**src/rtl/mips_pkg.sv**
```systemverilog
// Shared types and constants for the MIPS front end.
package mips_pkg;

  localparam int MIPS_ADDR_W  = 32;
  localparam int MIPS_INSTR_W = 32;
  localparam int unsigned PC_INC = 4;
  localparam logic [31:0] NOP_INSTR = 32'h0000_0000;

  typedef enum logic {
    IDLE,
    REQ
  } fetch_state_e;

endpackage

```
**src/rtl/fetch_fifo.sv**
```systemverilog
// Prefetch buffer of {pc, instr} pairs; flush wins over push, head is zeroed when empty.
module fetch_fifo
  import mips_pkg::*;
#(
  parameter int ADDR_W  = MIPS_ADDR_W,
  parameter int INSTR_W = MIPS_INSTR_W,
  parameter int DEPTH   = 4
) (
  input  logic                     clk,
  input  logic                     rst_n,
  input  logic                     flush,
  input  logic                     push,
  input  logic [ADDR_W-1:0]        push_pc,
  input  logic [INSTR_W-1:0]       push_instr,
  input  logic                     pop,
  output logic [ADDR_W-1:0]        head_pc,
  output logic [INSTR_W-1:0]       head_instr,
  output logic [$clog2(DEPTH):0]   count,
  output logic                     full,
  output logic                     empty
);

  localparam int PW = $clog2(DEPTH);
  localparam int CW = PW + 1;

  logic [ADDR_W-1:0]  pc_mem    [DEPTH];
  logic [INSTR_W-1:0] instr_mem [DEPTH];
  logic [PW-1:0]      wr_ptr;
  logic [PW-1:0]      rd_ptr;

  always_ff @(posedge clk) begin
    if (push && !flush) begin
      pc_mem[wr_ptr]    <= push_pc;
      instr_mem[wr_ptr] <= push_instr;
    end
  end

  // Pointers wrap naturally because DEPTH is a power of two.
  always_ff @(posedge clk) begin
    if (!rst_n || flush) begin
      wr_ptr <= '0;
      rd_ptr <= '0;
      count  <= '0;
    end else begin
      if (push) wr_ptr <= wr_ptr + 1'b1;
      if (pop)  rd_ptr <= rd_ptr + 1'b1;
      count <= count + CW'(push) - CW'(pop);
    end
  end

  assign empty      = (count == '0);
  assign full       = (count == CW'(DEPTH));
  assign head_pc    = empty ? '0 : pc_mem[rd_ptr];
  assign head_instr = empty ? INSTR_W'(NOP_INSTR) : instr_mem[rd_ptr];

endmodule

```
**src/rtl/mips_fetch_stage.sv**
```systemverilog
// Instruction fetch: owns the PC, issues one outstanding imem read at a time,
// buffers responses in a prefetch FIFO and handles datapath redirects.
module mips_fetch_stage
  import mips_pkg::*;
#(
  parameter int                ADDR_W   = MIPS_ADDR_W,
  parameter int                INSTR_W  = MIPS_INSTR_W,
  parameter int                DEPTH    = 4,
  parameter logic [ADDR_W-1:0] RESET_PC = '0
) (
  input  logic               clk,
  input  logic               rst_n,
  output logic               imem_req,
  output logic [ADDR_W-1:0]  imem_addr,
  input  logic               imem_ack,
  input  logic [INSTR_W-1:0] imem_rdata,
  output logic               if_valid,
  output logic [INSTR_W-1:0] if_instr,
  output logic [ADDR_W-1:0]  if_pc,
  input  logic               if_ready,
  input  logic               br_taken,
  input  logic [ADDR_W-1:0]  br_target
);

  localparam int CW = $clog2(DEPTH) + 1;

  fetch_state_e      state, state_nxt;
  logic [ADDR_W-1:0] fetch_pc, fetch_pc_nxt;
  logic [ADDR_W-1:0] req_addr, req_addr_nxt;
  logic              discard, discard_nxt;
  logic              ack_fire, push, pop;
  logic [CW-1:0]     count, count_after;
  logic              full, empty;

  assign imem_req    = (state == REQ);
  assign imem_addr   = req_addr;
  assign ack_fire    = imem_req && imem_ack;
  assign push        = ack_fire && !discard && !br_taken;
  assign pop         = if_valid && if_ready;
  assign if_valid    = !empty;
  assign count_after = count + CW'(push) - CW'(pop);

  always_comb begin
    state_nxt    = state;
    fetch_pc_nxt = fetch_pc;
    req_addr_nxt = req_addr;
    discard_nxt  = discard;

    if (br_taken)  fetch_pc_nxt = br_target & ~ADDR_W'(3);
    else if (push) fetch_pc_nxt = fetch_pc + ADDR_W'(PC_INC);

    case (state)
      IDLE: begin
        // Without a request in flight, room after this cycle is just count minus any pop.
        req_addr_nxt = fetch_pc_nxt;
        if (br_taken || !full || pop) state_nxt = REQ;
      end
      REQ: begin
        if (imem_ack) begin
          discard_nxt  = 1'b0;
          req_addr_nxt = fetch_pc_nxt;
          if (!br_taken && count_after == CW'(DEPTH)) state_nxt = IDLE;
        end else if (br_taken) begin
          // Address stays on the bus until the stale response returns.
          discard_nxt = 1'b1;
        end
      end
      default: state_nxt = IDLE;
    endcase
  end

  always_ff @(posedge clk) begin
    if (!rst_n) begin
      state    <= IDLE;
      fetch_pc <= RESET_PC;
      req_addr <= RESET_PC;
      discard  <= 1'b0;
    end else begin
      state    <= state_nxt;
      fetch_pc <= fetch_pc_nxt;
      req_addr <= req_addr_nxt;
      discard  <= discard_nxt;
    end
  end

  fetch_fifo #(
    .ADDR_W  (ADDR_W),
    .INSTR_W (INSTR_W),
    .DEPTH   (DEPTH)
  ) u_fifo (
    .clk        (clk),
    .rst_n      (rst_n),
    .flush      (br_taken),
    .push       (push),
    .push_pc    (req_addr),
    .push_instr (imem_rdata),
    .pop        (pop),
    .head_pc    (if_pc),
    .head_instr (if_instr),
    .count      (count),
    .full       (full),
    .empty      (empty)
  );

endmodule

```
**config.mk**
```make
export PLATFORM = sky130hd
export DESIGN_NAME = mips_fetch_stage
export DESIGN_NICKNAME = d
export VERILOG_FILES = /design/src/rtl/mips_pkg.sv /design/src/rtl/fetch_fifo.sv /design/src/rtl/mips_fetch_stage.sv
export SDC_FILE = /design/constraint.sdc
export NUM_CORES = 1
export LEC_CHECK = 0
export ABC_AREA = 1
export CAP_MARGIN = 20
export CORE_MARGIN = 3
export CORE_UTILIZATION = 25
export CTS_CLUSTER_SIZE = 24
export DETAILED_ROUTE_END_ITERATION = 12
export GPL_ROUTABILITY_DRIVEN = 0
export SYNTH_ARGS = -nofsm -noshare
export SYNTH_HDL_FRONTEND = slang
export SYNTH_SLANG_ARGS = --single-unit
export TNS_END_PERCENT = 30
```
**constraint.sdc**
```tcl
create_clock -name clk -period 5.1 [get_ports clk]
set_input_delay 1.02 -clock clk [delete_from_list [all_inputs] [get_ports clk]]
set_output_delay 1.02 -clock clk [all_outputs]
set_load 0.005 [all_outputs]
```
Word-level counts from Yosys, hierarchy flattened
Memories as Yosys holds them, arrays and structs flattened. A register that Yosys moved wholly into a read port is not among the register bits.
Cells that the tools add are included.
Storage, ports and cells
  register bits after elaboration: 73
  logic and storage cells: 53
  RAM bits: 256
  memories kept: 2
  input bits: 69
  output and inout bits: 98
Memory list
  u_fifo.instr_mem: depth 4, bits a word 32, read ports 1, clocked after Yosys merged registers in 1, write ports 1, line fetch_fifo.sv:27  | logic [INSTR_W-1:0] instr_mem [DEPTH];
  u_fifo.pc_mem: depth 4, bits a word 32, read ports 1, clocked after Yosys merged registers in 1, write ports 1, line fetch_fifo.sv:26  | logic [ADDR_W-1:0] pc_mem [DEPTH];
Cells by class
  bitwise operators: 1
  reductions and logical operators: 17
  equality and inequality tests: 3
  multiplexer cells: 18
  $add $sub $neg: 5
Operators with widths (count)
  32-bit 2-to-1 mux: 5
  32-bit one-hot mux with 2 select lines: 1
  32-bit by 3-bit adder with 32-bit output (second input constant): 1
  2-bit 2-to-1 mux: 4
  1-bit 2-to-1 mux: 7
  3-bit equality test (second input constant): 2
  1-bit logical AND: 6
  1-bit logical NOT: 5
  2-bit by 1-bit adder with 2-bit output (second input constant): 2
  3-bit by 1-bit adder with 3-bit output: 1
  3-bit logical NOT: 1
  1-bit logical OR: 3
  3-bit by 1-bit subtractor with 3-bit output: 1
  2-bit inequality test (second input constant): 1
  1-bit one-hot mux with 2 select lines: 1
  2-bit AND reduction: 1
  2-bit nonzero test: 1
  1-bit NOT: 1

Longest topological paths before layout
  word-level depth: 10
  gate-level depth with buffers: 11
  gate-level depth less buffers: 11

By module
Synthesis repeated with hierarchy kept, for this count alone.
Second synthesis, totals
  cells, all modules: 1603
  area total of the unflattened synthesis: 14791.7 µm²
Modules (own cells, without submodules)
  fetch_fifo: area each 11272.1 µm², cells each 1069, seq. area each 7867.5 µm², times used 1
  mips_fetch_stage: area each 3519.6 µm², cells each 534, seq. area each 1321.3 µm², times used 1

Least setup slack after synthesis
Ideal clock, no wire load.
  kind: in2reg
  start point: input port br_taken
  end point: memory u_fifo.instr_mem[0][0] (netlist bit) (enable)
  path slack: 0.412 ns
  arrival: 4.201 ns
  buffers on the path: 2
  data required time: 4.613 ns
  stages: 5
  cell sequence: buf_2 > inv_2 > nand2_4 > buf_6 > nor2_1
On the way
  longest elaborated chain between the ends: 5
RTL lines
  from (decl): line mips_fetch_stage.sv:21  | input logic br_taken,
  1-bit logical NOT *: line fetch_fifo.sv:32, mips_fetch_stage.sv:38
  1-bit logical AND: line mips_fetch_stage.sv:38  | assign push = ack_fire && !discard && !br_taken;
  1-bit logical AND *: line fetch_fifo.sv:32  | if (push && !flush) begin
  1-bit 2-to-1 mux *: line fetch_fifo.sv:32
  1-bit 2-to-1 mux (not written as such) *: line fetch_fifo.sv:34  | instr_mem[wr_ptr] <= push_instr;
  to (decl): line fetch_fifo.sv:27
Every way passes the cells marked *; elsewhere a longest branch is shown, timed or not.

==> summary by stage <==
Floorplanning
The width of the chip is between 200 and 250 um. The total core area is 54,100 um2. The effective utilization at floorplan is 0.254. The die is 240 um tall. The row count is 85.

The number of top-level pins is 167. The die covers between 50,000 and 60,000 um2.

Timing
The total of endpoints with negative setup slack in the final report is 0. The headroom to the max-slew limit is 0.335. The period utilization is 0.734. Timing would allow up to roughly 270 MHz. The minimum period implied by the final worst setup slack is 3.75 ns. The final count of hold timing violations is 0. The final number of max-transition violations is 0.

Setup repair after global routing left no endpoint under its margin. Clock skew on the completed layout was measured at 0.0226 ns. For the final routed database, the setup TNS stands at 0 ns.

For the pin with the worst max-slew slack, the measured transition is 0.997 ns.

Global route
In the global route stage, overall resource usage came out at 0.127. The number of antenna violations at the first check in global routing is 1. The number of global-route vias before repair is 9,613. Entering global routing, the biggest net connects 129 pins. Summed over all layers, the global routing overflow is 0. The first global-routing pass estimated 56,000 um of wire.

Power and ir drop
Of the total power, the clock network draws 0.437. The internal power of the cells totals between 4 and 5 mW. Of the total power, the share spent switching nets is 0.226. For this design the static power due to leakage is approximately 6.3 nW. The overall power of the completed layout is slightly above 6 mW. The net load switching power is about 1.4 mW. In this run the power density over the cells is 354 nW/um2. Of the total power, combinational logic draws 0.070. The maximum VDD drop is 0.000180 V. The share of total power dissipated in sequential elements is 0.493.

Worst setup path
The number of buffers and inverters on the critical path is 3. The worst setup path is captured at a primary output. The largest stage delay on the critical path is between 0.5 and 0.6 ns. The required time of the critical path is 4.08 ns. STA puts the critical path data arrival time at around 2.7 ns.

The setup path with the least slack is of type flip-flop to primary output. The slowest stage cell on the critical path is clkdlybuf4s50_1. The kind of cell with the highest combined delay on the critical path is buffers and inverters.

Along the worst path, the maximum fanout reaches 31. In this run the number of cells on the critical path is 5. Traced cell by cell, the critical path runs through clkinv_2, buf_4, o21ai_0, a21oi_1, clkdlybuf4s50_1. Counting cells, the worst reg-to-reg path comes to 12.

The worst setup path is launched from a flip-flop.

Layout
The layout cell share with drive strength beyond 1 is 0.0690. Fill cells in the final layout number 5,392. The area added between synthesis and finish is 27.1%. The net count of the finished layout is 1,568.

Clock tree
The TritonCTS sink count is 331. Buffers inserted during clock tree synthesis total 39. The quantity of gates resized following cts is 0. The clock tree from TritonCTS is done. In this run the clock root is driven by a clkbuf_16. The clock-pin slew of the registers on the worst-case setup and hold paths is 0.06 ns. The hold buffer count at cts is 0. The number of buffers inserted to repair setup after CTS is 0. CTS built an H-tree with a depth of 2. The clock passes through at most 3 buffers. For the worst-skew pair, the clock arrives at the later sink with an insertion delay of 0.56 ns.

Synth
The gate count of the mapped netlist is 1,338. The area of the mapped netlist is 13,700 um2. The mean cell area of the mapped netlist is about 10 um2. Yosys printed 0 warnings.

After synthesis the netlist holds a flip-flop and latch count of 331. The post-synth net total is 1,415. For this run, the register share of the synthesized area comes to 0.669. The synthesized netlist contains 37 unique library cells.

Routing
The total detailed-routing wirelength is approximately 37,000 um. The total via count after detailed routing is 9,906. In this run the remaining antenna-violating nets after routing total 0. The number of DRC markers after the initial detailed-route iteration is 583. In the routed design, unresolved DRC markers number 0.

The average vias per placed instance is 4.46. Dividing the detail-routed wire length by the instance count gives 16.7 um. Before antenna repair, the detailed router went through 5 iterations.

Placed design
The number of port buffers is around 160. The wire-length estimate of the detail-placed layout is 22,100 um.

Hold path
The tightest min-delay check is of the flip-flop to flip-flop type. Along the worst hold path, the cell count comes to 2.

Outcome
The flow ran to the end, and the final reports show no timing, DRC or antenna violations.

Flow run
The count of max-cap constraint violations is 0.
## power by group through the flow
stage / clock network (mW) / logic, mW / registers, mW
final: 2.70 / 0.433 / 3.04
after global routing: 2.91 / 0.483 / 3.05
after CTS: 2.79 / 0.441 / 3.04
after detailed placement: 0 / 0.439 / 3.10
after global placement: 0 / 0.433 / 3.10
after floorplan: 0 / 0.192 / 3.07
## worst min-delay path, stage by stage, from the launching register on
cell	delay, ns
dfxtp_1	0.29
nand2_1	0.07
nor2_1	0.04
## cell usage after synthesis
cell,instances,area [um2]
o21ai_1,8,40.0
or2_1,7,43.8
ha_1,7,87.6
nand3b_1,1,7.51
inv_1,109,409
nand3_1,63,315
nor2_1,305,1140
o211ai_1,7,52.6
buf_2,6,30.0
fa_1,1,20.0
inv_2,6,22.5
nor2_2,5,31.3
o41ai_1,1,8.76
nor2_4,5,56.3
nand2_1,127,477
nand2_4,1,11.3
edfxtp_1,256,7690
o21ai_2,1,8.76
o21ai_0,154,771
nor3_1,6,30.0
nand4_1,6,37.5
nor3_4,1,16.3
o21bai_1,8,60.1
xor2_1,4,35.0
buf_6,2,22.5
clkbuf_1,51,191
nor3b_1,1,7.51
and2_1,1,6.26
xnor2_1,1,8.76
or2_0,1,6.26
nand3_4,2,35.0
nand3_2,3,30.0
buf_1,9,33.8
dfxtp_1,75,1500
or2_2,1,6.26
a21oi_1,94,470
nand2_2,2,12.5
## area by class of cell
type / count / area [um2] / share of cell area
antenna: 3 / 7.51 / 0.000430
clock buffer: 50 / 1040 / 0.0596
clock inverter: 21 / 199 / 0.0114
inverter: 115 / 433 / 0.0248
multi-input combinational: 824 / 3870 / 0.222
sequential: 331 / 9200 / 0.527
tap: 696 / 871 / 0.0499
timing repair buffer: 180 / 1840 / 0.105
## sequential cells by signal, summed over array words and instances (netlist names), named ones only
signal and count:
u_fifo.instr_mem 128, u_fifo.pc_mem 128, fetch_pc 32, imem_addr 32, u_fifo.count 3, u_fifo.rd_ptr 2
u_fifo.wr_ptr 2, discard 1, imem_req 1
## per-layer routing
metal,track usage,wire (um),up-vias
met3,0.0258,1950,61
met2,0.212,17400,249
met4,0.0403,820,2
li1,-,-,4843
met1,0.166,16800,4751
met5,0,13,-
## placed cells by master, fill, tap and decap left out, types with 39 or more instances in the layout
master / count
dfxtp_1: 73
nand2_1: 127
edfxtp_1: 256
o21ai_0: 154
clkbuf_16: 39
nor2_1: 301
clkdlybuf4s50_1: 164
nand3_1: 63
inv_1: 109
a21oi_1: 94
## final timing paths
kind | slack (ns) | end | start
worst min-delay path | 0.45 | fetch_pc[1]$_SDFF_PN0_ | fetch_pc[1]$_SDFF_PN0_
worst max-delay path | 1.35 | if_pc[18] | flip-flop
worst max register to register | 1.96 | imem_req$_SDFF_PN0_ | u_fifo.count[2]$_SDFF_PP0_
worst min register to register | 0.45 | fetch_pc[1]$_SDFF_PN0_ | fetch_pc[1]$_SDFF_PN0_
## metrics by stage
stage	worst slack (ns)	hold slack, ns	utilization	area, um2	instances
after global placement	1.43	0.436	0.299	16200	2146
after CTS	1.24	0.449	0.322	17400	2217
final	1.35	0.448	0.322	17500	2220
after detailed placement	1.41	0.441	0.299	16200	2146
after global routing	1.17	0.478	0.322	17400	2217
after floorplan	0.412	0.425	-	13700	1338
## cells by family after synthesis
kind of cell,count (synthesis),synth area share
buffers and inverters,183,0.0516
AND/OR/NAND/NOR,538,0.166
adder cells (fa/ha/maj),8,0.00783
XOR/XNOR,5,0.00319
flip-flops,331,0.669
AO/OA/AOI/OAI,273,0.103
Note: power is estimated with default switching activity, not from simulation.
